`src/rtl/store_buffer_fwd_pkg.sv`:
```
// Shared types and helpers for the store buffer: entry layout, access-size
// encodings and the byte-enable mask builder used for both stores and loads.
package store_buffer_fwd_pkg;

    localparam int STORE_BUFFER_ENTRIES = 4;
    localparam int SB_ROB_ENTRY_WIDTH   = 4;
    localparam int SB_WORD_SIZE         = 32;
    localparam int SB_MASK_W            = SB_WORD_SIZE / 8;

    localparam logic [2:0] FUNCT3_BYTE = 3'b000;
    localparam logic [2:0] FUNCT3_HALF = 3'b001;
    localparam logic [2:0] FUNCT3_WORD = 3'b010;

    typedef struct packed {
        logic                          valid;
        logic                          committed;
        logic [SB_WORD_SIZE-3:0]       waddr;
        logic [SB_WORD_SIZE-1:0]       data;
        logic [SB_MASK_W-1:0]          mask;
        logic [SB_ROB_ENTRY_WIDTH-1:0] rob_id;
    } sb_entry_t;

    // Byte enables for an access of the given size at byte offset off;
    // funct3[2] is the load signedness bit and does not change the footprint.
    function automatic logic [SB_MASK_W-1:0] size_to_mask(input logic [2:0] funct3,
                                                          input logic [1:0] off);
        logic [SB_MASK_W-1:0] mask;
        case (funct3 & 3'b011)
            FUNCT3_BYTE: mask = SB_MASK_W'(1) << off;
            FUNCT3_HALF: mask = SB_MASK_W'(3) << off;
            FUNCT3_WORD: mask = '1;
            default:     mask = '1;
        endcase
        return mask;
    endfunction

endpackage

```
`src/rtl/store_buffer_fwd_match.sv`:
```
// Load-forwarding lookup: scans the buffer from oldest to youngest and keeps
// the youngest entry whose word address matches and whose bytes overlap the load.
module sb_fwd_match
    import store_buffer_fwd_pkg::*;
#(
    parameter int DEPTH = STORE_BUFFER_ENTRIES,
    localparam int IDX_W = $clog2(DEPTH)
) (
    input  sb_entry_t               entries [DEPTH],
    input  logic [IDX_W-1:0]        head,
    input  logic                    ld_valid,
    input  logic [SB_WORD_SIZE-3:0] ld_waddr,
    input  logic [SB_MASK_W-1:0]    ld_mask,
    output logic                    hit,
    output logic                    partial,
    output logic [SB_WORD_SIZE-1:0] data
);

    logic [IDX_W-1:0]        scan_idx;
    logic                    found;
    logic [SB_MASK_W-1:0]    sel_mask;
    logic [SB_WORD_SIZE-1:0] sel_data;
    logic                    full_cover;
    logic                    unused_fields;

    // Age-ordered priority select: later (younger) matches overwrite earlier ones
    always_comb begin
        scan_idx = '0;
        found    = 1'b0;
        sel_mask = '0;
        sel_data = '0;
        for (int i = 0; i < DEPTH; i++) begin
            scan_idx = head + IDX_W'(i);
            if (entries[scan_idx].valid &&
                (entries[scan_idx].waddr == ld_waddr) &&
                ((entries[scan_idx].mask & ld_mask) != '0)) begin
                found    = 1'b1;
                sel_mask = entries[scan_idx].mask;
                sel_data = entries[scan_idx].data;
            end
        end
        full_cover = ((sel_mask & ld_mask) == ld_mask);
        hit        = ld_valid && found && full_cover;
        partial    = ld_valid && found && !full_cover;
        data       = hit ? sel_data : '0;
    end

    // Commit state and ROB tags play no part in forwarding; fold them into a sink
    always_comb begin
        unused_fields = 1'b0;
        for (int i = 0; i < DEPTH; i++) begin
            unused_fields = unused_fields ^ (^{entries[i].committed, entries[i].rob_id});
        end
    end

endmodule

```
`src/rtl/store_buffer_fwd.sv`:
```
// In-order store buffer: accepts speculative stores, marks them committed by
// ROB tag, drains committed stores from the head to the D-cache, forwards to
// younger loads and rolls the tail back over uncommitted entries on flush.
module store_buffer_fwd
    import store_buffer_fwd_pkg::*;
#(
    parameter int WORD_SIZE       = SB_WORD_SIZE,
    parameter int DEPTH           = STORE_BUFFER_ENTRIES,
    parameter int ROB_ENTRY_WIDTH = SB_ROB_ENTRY_WIDTH
) (
    input  logic                       clk,
    input  logic                       rst,
    input  logic                       st_valid,
    output logic                       st_ready,
    input  logic [WORD_SIZE-1:0]       st_addr,
    input  logic [WORD_SIZE-1:0]       st_data,
    input  logic [2:0]                 st_funct3,
    input  logic [ROB_ENTRY_WIDTH-1:0] st_rob_id,
    input  logic                       commit_valid,
    input  logic [ROB_ENTRY_WIDTH-1:0] commit_rob_id,
    input  logic                       flush,
    input  logic                       ld_valid,
    input  logic [WORD_SIZE-1:0]       ld_addr,
    input  logic [2:0]                 ld_funct3,
    output logic                       fwd_hit,
    output logic [WORD_SIZE-1:0]       fwd_data,
    output logic                       fwd_stall,
    output logic                       drain_valid,
    input  logic                       drain_ready,
    output logic [WORD_SIZE-1:0]       drain_addr,
    output logic [WORD_SIZE-1:0]       drain_data,
    output logic [WORD_SIZE/8-1:0]     drain_mask,
    output logic                       full,
    output logic                       empty,
    output logic [$clog2(DEPTH):0]     count
);

    localparam int IDX_W = $clog2(DEPTH);
    localparam int PTR_W = IDX_W + 1;

    sb_entry_t             entries_q [DEPTH];
    sb_entry_t             entries_d [DEPTH];
    logic [PTR_W-1:0]      head_q, head_d;
    logic [PTR_W-1:0]      tail_q, tail_d;
    logic [IDX_W-1:0]      head_idx, tail_idx, scan_idx;
    logic [PTR_W-1:0]      occupancy;
    logic                  drain_fire;
    logic                  rollback_found;
    logic [SB_MASK_W-1:0]  st_mask, ld_mask;
    logic [WORD_SIZE-1:0]  st_shift, st_lane;

    // Occupancy flags and the drain port, all from registered state only
    always_comb begin
        head_idx    = head_q[IDX_W-1:0];
        tail_idx    = tail_q[IDX_W-1:0];
        occupancy   = tail_q - head_q;
        count       = occupancy;
        full        = (occupancy == PTR_W'(DEPTH));
        empty       = (head_q == tail_q);
        st_ready    = !full;
        drain_valid = entries_q[head_idx].valid && entries_q[head_idx].committed;
        drain_addr  = {entries_q[head_idx].waddr, 2'b00};
        drain_data  = entries_q[head_idx].data;
        drain_mask  = entries_q[head_idx].mask;
        drain_fire  = drain_valid && drain_ready;
    end

    // Place store data on its byte lanes and build store/load byte enables
    always_comb begin
        st_mask  = size_to_mask(st_funct3, st_addr[1:0]);
        ld_mask  = size_to_mask(ld_funct3, ld_addr[1:0]);
        st_shift = st_data << {st_addr[1:0], 3'b000};
        st_lane  = '0;
        for (int b = 0; b < SB_MASK_W; b++) begin
            st_lane[8*b +: 8] = st_mask[b] ? st_shift[8*b +: 8] : 8'h00;
        end
    end

    // Next state: commit first, then drain, then either flush rollback or insert
    always_comb begin
        entries_d      = entries_q;
        head_d         = head_q;
        tail_d         = tail_q;
        scan_idx       = '0;
        rollback_found = 1'b0;

        if (commit_valid) begin
            for (int i = 0; i < DEPTH; i++) begin
                if (entries_d[i].valid && (entries_d[i].rob_id == commit_rob_id)) begin
                    entries_d[i].committed = 1'b1;
                end
            end
        end

        if (drain_fire) begin
            entries_d[head_idx].valid     = 1'b0;
            entries_d[head_idx].committed = 1'b0;
            head_d                        = head_q + PTR_W'(1);
        end

        if (flush) begin
            for (int i = 0; i < DEPTH; i++) begin
                scan_idx = head_idx + IDX_W'(i);
                if (!rollback_found && entries_d[scan_idx].valid &&
                    !entries_d[scan_idx].committed) begin
                    rollback_found = 1'b1;
                    tail_d         = head_q + PTR_W'(i);
                end
            end
            for (int i = 0; i < DEPTH; i++) begin
                if (entries_d[i].valid && !entries_d[i].committed) begin
                    entries_d[i].valid = 1'b0;
                end
            end
        end else if (st_valid && st_ready) begin
            entries_d[tail_idx].valid     = 1'b1;
            entries_d[tail_idx].committed = 1'b0;
            entries_d[tail_idx].waddr     = st_addr[WORD_SIZE-1:2];
            entries_d[tail_idx].data      = st_lane;
            entries_d[tail_idx].mask      = st_mask;
            entries_d[tail_idx].rob_id    = st_rob_id;
            tail_d                        = tail_q + PTR_W'(1);
        end
    end

    // Pointer and entry registers, cleared asynchronously on reset
    always_ff @(posedge clk or negedge rst) begin
        if (!rst) begin
            head_q <= '0;
            tail_q <= '0;
            for (int i = 0; i < DEPTH; i++) begin
                entries_q[i] <= '0;
            end
        end else begin
            head_q    <= head_d;
            tail_q    <= tail_d;
            entries_q <= entries_d;
        end
    end

    sb_fwd_match #(
        .DEPTH (DEPTH)
    ) u_fwd_match (
        .entries  (entries_q),
        .head     (head_idx),
        .ld_valid (ld_valid),
        .ld_waddr (ld_addr[WORD_SIZE-1:2]),
        .ld_mask  (ld_mask),
        .hit      (fwd_hit),
        .partial  (fwd_stall),
        .data     (fwd_data)
    );

endmodule

```
`config.mk`:
```
export PLATFORM = sky130hd
export DESIGN_NAME = store_buffer_fwd
export DESIGN_NICKNAME = d
export VERILOG_FILES = /design/src/rtl/store_buffer_fwd_pkg.sv /design/src/rtl/store_buffer_fwd_match.sv /design/src/rtl/store_buffer_fwd.sv
export SDC_FILE = /design/constraint.sdc
export NUM_CORES = 1
export LEC_CHECK = 0
export ABC_AREA = 1
export BUFFER_PORTS_ARGS = -buffer_cell sky130_fd_sc_hd__buf_2
export CAP_MARGIN = 20
export CELL_PAD_IN_SITES_DETAIL_PLACEMENT = 1
export CELL_PAD_IN_SITES_GLOBAL_PLACEMENT = 1
export CORE_MARGIN = 4
export CORE_UTILIZATION = 43
export DETAILED_ROUTE_END_ITERATION = 7
export PLACE_DENSITY_LB_ADDON = 0.1
export SLEW_MARGIN = 10
export SYNTH_ARGS = -nofsm -noshare
export SYNTH_HDL_FRONTEND = slang
export SYNTH_HIERARCHICAL = 1
export SYNTH_SLANG_ARGS = --single-unit
```
`constraint.sdc`:
```
create_clock -name clk -period 4.1 [get_ports clk]
set_clock_uncertainty 0.1 [all_clocks]
set_input_delay 0.82 -clock clk [delete_from_list [all_inputs] [get_ports clk]]
set_output_delay 0.82 -clock clk [all_outputs]
set_load 0.02 [all_outputs]
```
==> results.txt, run 1 <==
- Crit Path Category: reg -> out
* Path class of the lowest-slack min-delay path: in -> async
- Synthesized-area fraction occupied by ao, oa, aoi and oai cells: 20.1%
* Per-cell routed wire length: 22.8 µm
* Largest net degree at the start of global routing: 116
- After Yosys synthesis, full adders, half adders and majority gates account for 0.630% of the synthesized area.
- The congestion estimate from routability-driven global placement came to 1.03.
* DR pass1 iterations: 5
- Count of final hold-check violations: 0
* Cell Count, Final, Fillers Out: 5331
* Min Tclk post-route: 4.99 ns
- Share of the synthesized netlist area taken by xor and xnor gates: 1.08%
- The biggest area contributor in the post-synthesis netlist is sky130_fd_sc_hd__dfrtp_1.
- After detailed routing, the number of vias per cell comes to 5.86.
- Yosys mapped a number of flops with a built-in enable equal to 0.
- In this run the tool buffered the top-level ports with 221 buffer cells.
- After detailed routing, the number of remaining DRC violations is 0.
- Proportion of register bits with asynchronous set or reset after synthesis: 100%
- Latest clock arrival within the worst-skew pair: 0.56 ns
* Achievable frequency: 0.200 GHz
- STA puts the critical path data required time at 3.18 ns.
* Post-synthesis cell area: 0.0250 mm²
- Leaving out fill and tap cells, the most frequent cell in the layout is sky130_fd_sc_hd__nand2_1.
- Summed over its instances, the top area cell type makes up 29.4% of the synthesized netlist area.
- Global routing finished with a remaining overflow of 0.
- Crit path setup slack, layout: -0.892 ns
- The floorplan step defined a die boundary enclosing 0.0621 mm².
- Synthesis inferred 294 register bits.
- For this block, the via count after detailed routing is 31.2k.
- Synthesis handed over a netlist of 4178 instances.
* Vias in the first global route: 30.9k
- Synth unique cells: 53
- Ranked by total cell area, the synthesized netlist is headed by sky130_fd_sc_hd__dfrtp_1, sky130_fd_sc_hd__nand2_1, sky130_fd_sc_hd__o21ai_0.
* Kind of capture point of the worst setup path: output pin
- After detailed placement, the total cell area comes to 0.0284 mm².
- The tool flagged a number of max-cap violations equal to 0.
- The layout has 7884 filler cells.
- Detailed Place HPWL: 84.5 mm
- Post-place setup slack: -0.325 ns
- Pin slew with the least headroom to its limit: 1.26 ns
* Routed wire length: 122 mm
- Initial detailed-routing violation count: 3015
- Number of nets in the layout: 4667
* Max-slew violation total from the final report: 0
- Core box area: 0.0576 mm²
- Summing the areas of all and, or, nand and nor instances in the mapped netlist gives 37.9% of the synthesized area.
- The detail route stage leaves a number of antenna-violating nets equal to 0.
* Die height: 249 µm
* Run status: complete, but fails checks
- The clock tree synthesis step divided the H-tree into 2 levels.
- Once placement completed, the tool counted placed cells totaling 5201.
* CTS tree: yes
* TritonCTS buffer count: 38
* CTS Root Cell: sky130_fd_sc_hd__clkbuf_16
* Largest family of logic cells by synthesized area: simple AND/OR/NAND/NOR gates
- Setup repair after global routing could not meet its margin everywhere.
- Sequential cells were found to cover 29.4% of the synthesized design area.
* Most instantiated flip-flop cell in the synthesis netlist: sky130_fd_sc_hd__dfrtp_1
- Synth Area per Inst: 5.99 µm²
- Data on the critical path arrives at its endpoint at 4.07 ns.
* # rows: 88
- Share of layout cells above drive strength 1: 20.9%
* Initial antenna violation count: 6
* Share of the clock period used by the worst path: 122%
- The tightest hold path in the finished design has a slack of 0.201 ns.
- Post-CTS clock slew at the launch and capture registers of the worst setup and hold paths: 0.06 ns
- Initial core utilization: 43.4%
- Clock tree synthesis found a total of 294 sinks.
- Pwr dens: 953 mW/mm²
* Post-route cell area: 0.0321 mm²
- Rel. slew slack: 15.3%
* Proportion of synthesized area in mux cells: 0.240%
- The floorplan step set the die width to 249 µm.
- The top cell types in the final layout, fill and taps aside, are sky130_fd_sc_hd__nand2_1, sky130_fd_sc_hd__o21ai_0, sky130_fd_sc_hd__nor2_1.
* Global-route wire length before repair: 182 mm
* Clock tree buffer depth: 3
* Total of warnings raised by yosys: 6
- Startpoint types: register
* Peak ir drop on the vdd network: 0.596 mV
- The final reports fail on negative setup slack.
* All-Layer GR Usage: 36.9%
- Static Leakage: 15.6 nW
- Along the worst path, the maximum fanout reaches 8.
* Area growth from synthesis to layout: 28.2%
- IO Pins: 226
- Final setup violation count: 34
critical path, stage by stage (launching register included):
cell and delay [ns]:
sky130_fd_sc_hd__dfrtp_4 0.50, sky130_fd_sc_hd__buf_12 0.17, sky130_fd_sc_hd__bufbuf_16 0.28, sky130_fd_sc_hd__buf_4 0.17, sky130_fd_sc_hd__nand2_1 0.11, sky130_fd_sc_hd__o21ai_1 0.12
sky130_fd_sc_hd__o21ai_1 0.21, sky130_fd_sc_hd__xor2_1 0.19, sky130_fd_sc_hd__buf_4 0.19, sky130_fd_sc_hd__nor3_2 0.06, sky130_fd_sc_hd__nand3_2 0.10, sky130_fd_sc_hd__nor2_4 0.05
sky130_fd_sc_hd__buf_12 0.13, sky130_fd_sc_hd__buf_4 0.13, sky130_fd_sc_hd__nor2_1 0.10, sky130_fd_sc_hd__nand2_1 0.08, sky130_fd_sc_hd__nand2_1 0.07, sky130_fd_sc_hd__nand2_2 0.07
sky130_fd_sc_hd__nor2_4 0.16, sky130_fd_sc_hd__nand2_8 0.13, sky130_fd_sc_hd__buf_8 0.17, sky130_fd_sc_hd__nor2_4 0.14, sky130_fd_sc_hd__buf_6 0.13
power breakdown:
part / internal [W] / switching (W)
clock: 0.00205 / 0.00140
combinational: 0.00754 / 0.0140
sequential: 0.00416 / 0.00144
total: 0.0137 / 0.0168
logic make-up (layout without fill, tap and decap cells):
kind of cell,after synthesis,count (layout)
XOR/XNOR,29,29
flip-flops,294,294
adder cells (fa/ha/maj),12,12
AO/OA/AOI/OAI,925,925
AND/OR/NAND/NOR,2332,2333
buffers and inverters,579,963
multiplexers,6,6
other,1,4
through the flow:
step | TNS, ns | util [%] | total power [W]
floorplan | 0 | - | 0.0166
global route | -32.79 | 55.7 | 0.0325
finish | -28.58 | 55.7 | 0.0306
CTS | -22.33 | 54.4 | 0.0292
detailed placement | -8.14 | 49.2 | 0.0236
global placement | -7.51 | 49.2 | 0.0230
per-layer routing:
layer	vias up	GRT usage, %	part of all wire (%)
li1	14300	-	-
met1	15300	52.1	44
met2	1385	57.4	44
met3	269	7.08	8.9
met4	8	11.8	3.8
met5	-	0	0.042
worst paths after layout:
kind	from	endpoint	slack [ns]	cells after the start
worst max-delay path	head_q[0]$_DFFE_PN0N_	fwd_data[18]	-0.89	22
max in group asynchronous	rst	head_q[0]$_DFFE_PN0N_	2.75	2
worst max register to register	head_q[0]$_DFFE_PN0N_	entries_q[109]$_DFFE_PN0P_	0.35	17
min in group clk	st_rob_id[2]	entries_q[2]$_DFFE_PN0P_	0.39	3
worst min-delay path	rst	entries_q[254]$_DFFE_PN0P_	0.20	1
worst min register to register	entries_q[7]$_DFFE_PN0P_	entries_q[7]$_DFFE_PN0P_	0.40	2
flip-flops by register name, summed over array words and instances, names as in the netlist:
register,count
tail_q,3
head_q,3
entries_q,288
cell type report:
class	instances	area [µm²]	share of cell area, %
clock buffer	54	1090	3.40
antenna	2	5.00	0.0156
sequential	294	7360	23.0
clock inverter	12	161	0.503
inverter	325	1250	3.91
timing repair buffer	572	5070	15.8
tap	765	957	2.99
multi-input combinational	3307	16200	50.4
cell usage after synthesis, drive strengths merged (8+ instances only):
library cell  count
nand2          1565
o21ai           646
nor2            417
inv             325
dfrtp           294
nand3           281
buf             131
clkbuf          123
a21oi            77
o22ai            68
a211oi           37
a31oi            33
o31ai            28
nand4            27
xor2             24
o211ai           21
or2              14
nor3             13
ha               11
a22oi             9
and2              8
timing repair:
item	4_1_cts	5_1_grt
pin swaps	21	48
gates resized for setup	279	148
hold buffers	0	0
cloned	18	4
buffers inserted	27	11
setup endpoints to repair	48	50
(Power assumes the default switching activity.)
==> run 2: changes to the inputs <==
--- a/config.mk
+++ b/config.mk
@@ -13,6 +13,7 @@
 export CORE_MARGIN = 4
 export CORE_UTILIZATION = 43
 export DETAILED_ROUTE_END_ITERATION = 7
+export HOLD_SLACK_MARGIN = 0.05
 export PLACE_DENSITY_LB_ADDON = 0.1
 export SLEW_MARGIN = 10
 export SYNTH_ARGS = -nofsm -noshare
==> constraint.sdc (replaced) <==
create_clock -name clk -period 5 [get_ports clk]
set_clock_uncertainty 0.1 [all_clocks]
set_input_delay 1 -clock clk [delete_from_list [all_inputs] [get_ports clk]]
set_output_delay 1 -clock clk [all_outputs]
set_load 0.02 [all_outputs]
==> results.txt, run 2 (synthesis gave the netlist of run 1 again) <==
* Number of clock sinks: 294
- Global route total overflow: 0
- Entering global routing, the biggest net connects 116 pins.
- Share of layout cells above drive strength 1: 14.7%
- The via count of the first global-routing pass was 29.6k.
* Die height: 249 µm
* Depth of the worst register-to-register path: 16
* Max-cap violations: 0
* Total cell area at the placement stage: 0.0266 mm²
- Crit path setup slack, layout: -0.161 ns
- Hold repair after CTS inserted 0 buffers.
- Number of nets in the layout: 4471
- Diodes inserted: 0
- In this run the power spent charging and discharging nets is 0.0133 W.
- For this configuration, the core starts out at a cell density of 43.4%.
- Post-route cell area: 0.0299 mm²
- Global-route wire length before repair: 176 mm
- Post-DRT Antenna Nets: 0
- Final setup violation count: 33
- In this run switching power makes up 57.2% of total power.
- DR pass1 iterations: 8
- Routed wire length: 119 mm
- The worst setup path is captured at an output pin.
* Latest clock arrival within the worst-skew pair: 0.57 ns
- In this run the core area contains 88 standard-cell rows.
* Rel. slew slack: 31.0%
- Register with the most flip-flops: entries_q
- Run status: complete, but fails checks
* Startpoint types: register
- Cell Int Power: 0.00999 W
- Area growth from synthesis to layout: 19.6%
* DIE WIDTH: 249 µm
- Initial antenna violation count: 8
- IR analysis of the VDD net gives a maximum drop of 0.517 mV.
- Number of flip-flops in the largest register: 288
- Share of the clock period used by the worst path: 103%
- In the routed design, unresolved DRC markers number 1.
* Clk network pwr share: 11.7%
* Maximum level of the CTS H-tree: 2
- In the final layout, the registers with the most flip-flops are entries_q x288, head_q x3, tail_q x3.
- Source of the worst register-to-register timing path: head_q[0]$_DFFE_PN0N_
- Path class of the lowest-slack min-delay path: in -> async
- In this run the power density over the cells is 780 mW/mm².
- Global placement routability congestion: 1.01
- Subtracting the final worst setup slack from the clock period gives 5.16 ns.
* Signal arrival time at the worst endpoint: 4.06 ns
* Total number of vias: 30.2k
- Max-slew violation total from the final report: 0
- The top cell types in the final layout, fill and taps aside, are sky130_fd_sc_hd__nand2_1, sky130_fd_sc_hd__o21ai_0, sky130_fd_sc_hd__nor2_1.
- The total count of hold-check failures in the final report came to 0.
- During placement, the flow inserted port buffers numbering 221.
* Clock tree buffer depth: 3
* Per-cell routed wire length: 23.3 µm
- The endpoint identified for the worst register-to-register timing path is entries_q[105]$_DFFE_PN0P_.
- TritonCTS created 37 clock buffers.
- Setup slack, reg-to-reg: 0.90 ns
- Detailed Place HPWL: 79.3 mm
- Die outline area: 0.0621 mm²
- Pin slew with the least headroom to its limit: 1.04 ns
* CTS Root Cell: sky130_fd_sc_hd__clkbuf_16
- The library cell used most frequently in the layout, excluding fill and tap cells, is sky130_fd_sc_hd__nand2_1.
- In the global route stage, overall resource usage came out at 36.0%.
* Core box area: 0.0576 mm²
- The first routing iteration left 2915 violations.
- After layout, the design draws a total of 0.0233 W.
* Failing checks: design-rule violations, negative setup slack
- Post-CTS clock slew at the launch and capture registers of the worst setup and hold paths: 0.06 ns
- The critical path in this run is classified as reg -> out.
- Setup repair after global routing could not meet its margin everywhere.
- Post-DR vias/cell: 5.89
- Based on the critical path, the design can be clocked at up to 0.194 GHz.
- Summed over all cells, the static leakage comes to 14.5 nW.
- IO Pins: 226
* CTS tree: yes
- For the worst setup path, the data required time is 3.90 ns.
- Of all nets on the critical path, the largest fanout is 8.
- Reg power frac: 19.6%
* Combinational share of power: 68.6%
==> run 2: changes by cell type in the layout (fill, tap and decap cells not counted), moves of 17 or more <==
| cell | before | now |
|---|---|---|
| sky130_fd_sc_hd__nor2_1 | 343 | 361 |
| sky130_fd_sc_hd__buf_12 | 46 | 29 |
| sky130_fd_sc_hd__buf_4 | 265 | 98 |
| sky130_fd_sc_hd__nand3_1 | 215 | 248 |
| sky130_fd_sc_hd__nand3_2 | 62 | 30 |
| sky130_fd_sc_hd__nand2_2 | 85 | 38 |
| sky130_fd_sc_hd__nand2_1 | 1466 | 1515 |
==> run 2: worst max-delay path by stage <==
stage | endpoint | startpoint | slack, ns | depth (start not counted)
floorplan | fwd_data[10] | ld_funct3[1] | 0.90 | 18
global placement | fwd_data[14] | ld_funct3[1] | 0.24 | 19
detailed placement | fwd_data[18] | ld_funct3[1] | 0.20 | 17
CTS | fwd_data[19] | head_q[0]$_DFFE_PN0N_ | -0.007 | 24
global route | fwd_data[26] | head_q[0]$_DFFE_PN0N_ | -0.27 | 23
finish | fwd_data[26] | head_q[0]$_DFFE_PN0N_ | -0.16 | 24
==> run 2: metal layers <==
| layer | part of all wire [%] | GRT usage, % |
|---|---|---|
| met1 | 44 | 50.4 |
| met2 | 43 | 54.4 |
| met3 | 9.7 | 9.09 |
| met4 | 3.7 | 12.4 |
| met5 | 0.058 | 0 |
==> run 2: worst max-delay path, cell delays in order (launching register included) <==
cell and delay (ns):
sky130_fd_sc_hd__dfrtp_4 0.43, sky130_fd_sc_hd__buf_12 0.21, sky130_fd_sc_hd__clkinv_16 0.11, sky130_fd_sc_hd__buf_16 0.16
sky130_fd_sc_hd__buf_4 0.16, sky130_fd_sc_hd__nand2_1 0.10, sky130_fd_sc_hd__nand3_1 0.11, sky130_fd_sc_hd__nand3_1 0.27
sky130_fd_sc_hd__nand2_1 0.09, sky130_fd_sc_hd__nor2_1 0.10, sky130_fd_sc_hd__nand2_1 0.09, sky130_fd_sc_hd__nor2_1 0.14
sky130_fd_sc_hd__nand3_2 0.15, sky130_fd_sc_hd__nor2_4 0.14, sky130_fd_sc_hd__buf_4 0.14, sky130_fd_sc_hd__a21oi_2 0.04
sky130_fd_sc_hd__nand2_1 0.06, sky130_fd_sc_hd__nand2_1 0.05, sky130_fd_sc_hd__nand2_1 0.07, sky130_fd_sc_hd__nand2_2 0.09
sky130_fd_sc_hd__nor2_4 0.17, sky130_fd_sc_hd__nand2_8 0.12, sky130_fd_sc_hd__buf_16 0.18, sky130_fd_sc_hd__nor2_2 0.11
sky130_fd_sc_hd__buf_4 0.16
==> run 2: power groups by stage <==
stage | Clock, W | Sequential (W) | Combinational [W]
final | 0.00274 | 0.00458 | 0.0160
after global routing | 0.00286 | 0.00474 | 0.0173
after CTS | 0.00277 | 0.00454 | 0.0147
after detailed placement | 0 | 0.00455 | 0.0136
after global placement | 0 | 0.00452 | 0.0133
after floorplan | 0 | 0.00415 | 0.00950
==> run 2: cell type report <==
type	count	area [µm²]
Multi-Input combinational cell	3309	15800
Inverter	325	1260
Sequential cell	294	7360
Timing Repair inverter	1	30.0
Tap cell	765	957
Clock buffer	54	1100
Clock inverter	9	100
Timing Repair Buffer	374	3310
Fill cell	7965	27700
==> run 2: what timing repair did <==
| action | 4_1_cts | 5_1_grt |
|---|---|---|
| pin swaps | 10 | 43 |
| gates resized for setup | 131 | 167 |
| endpoints found under the setup margin | 34 | 34 |
| buffers inserted | 28 | 16 |
| cloned | 16 | 9 |
==> run 2: metrics by stage <==
stage | setup TNS [ns] | hold slack [ns] | instances | utilization, % | worst slack, ns
finish | -3.81 | 0.364 | 5131 | 51.9 | -0.161
global route | -7.03 | 0.415 | 5131 | 51.9 | -0.266
CTS | -0.00798 | 0.370 | 5105 | 50.3 | -0.00653
detailed placement | 0 | 0.383 | 4998 | 46.2 | 0.200
global placement | 0 | 0.376 | 4998 | 46.2 | 0.243
floorplan | 0 | 0.359 | 4179 | - | 0.901
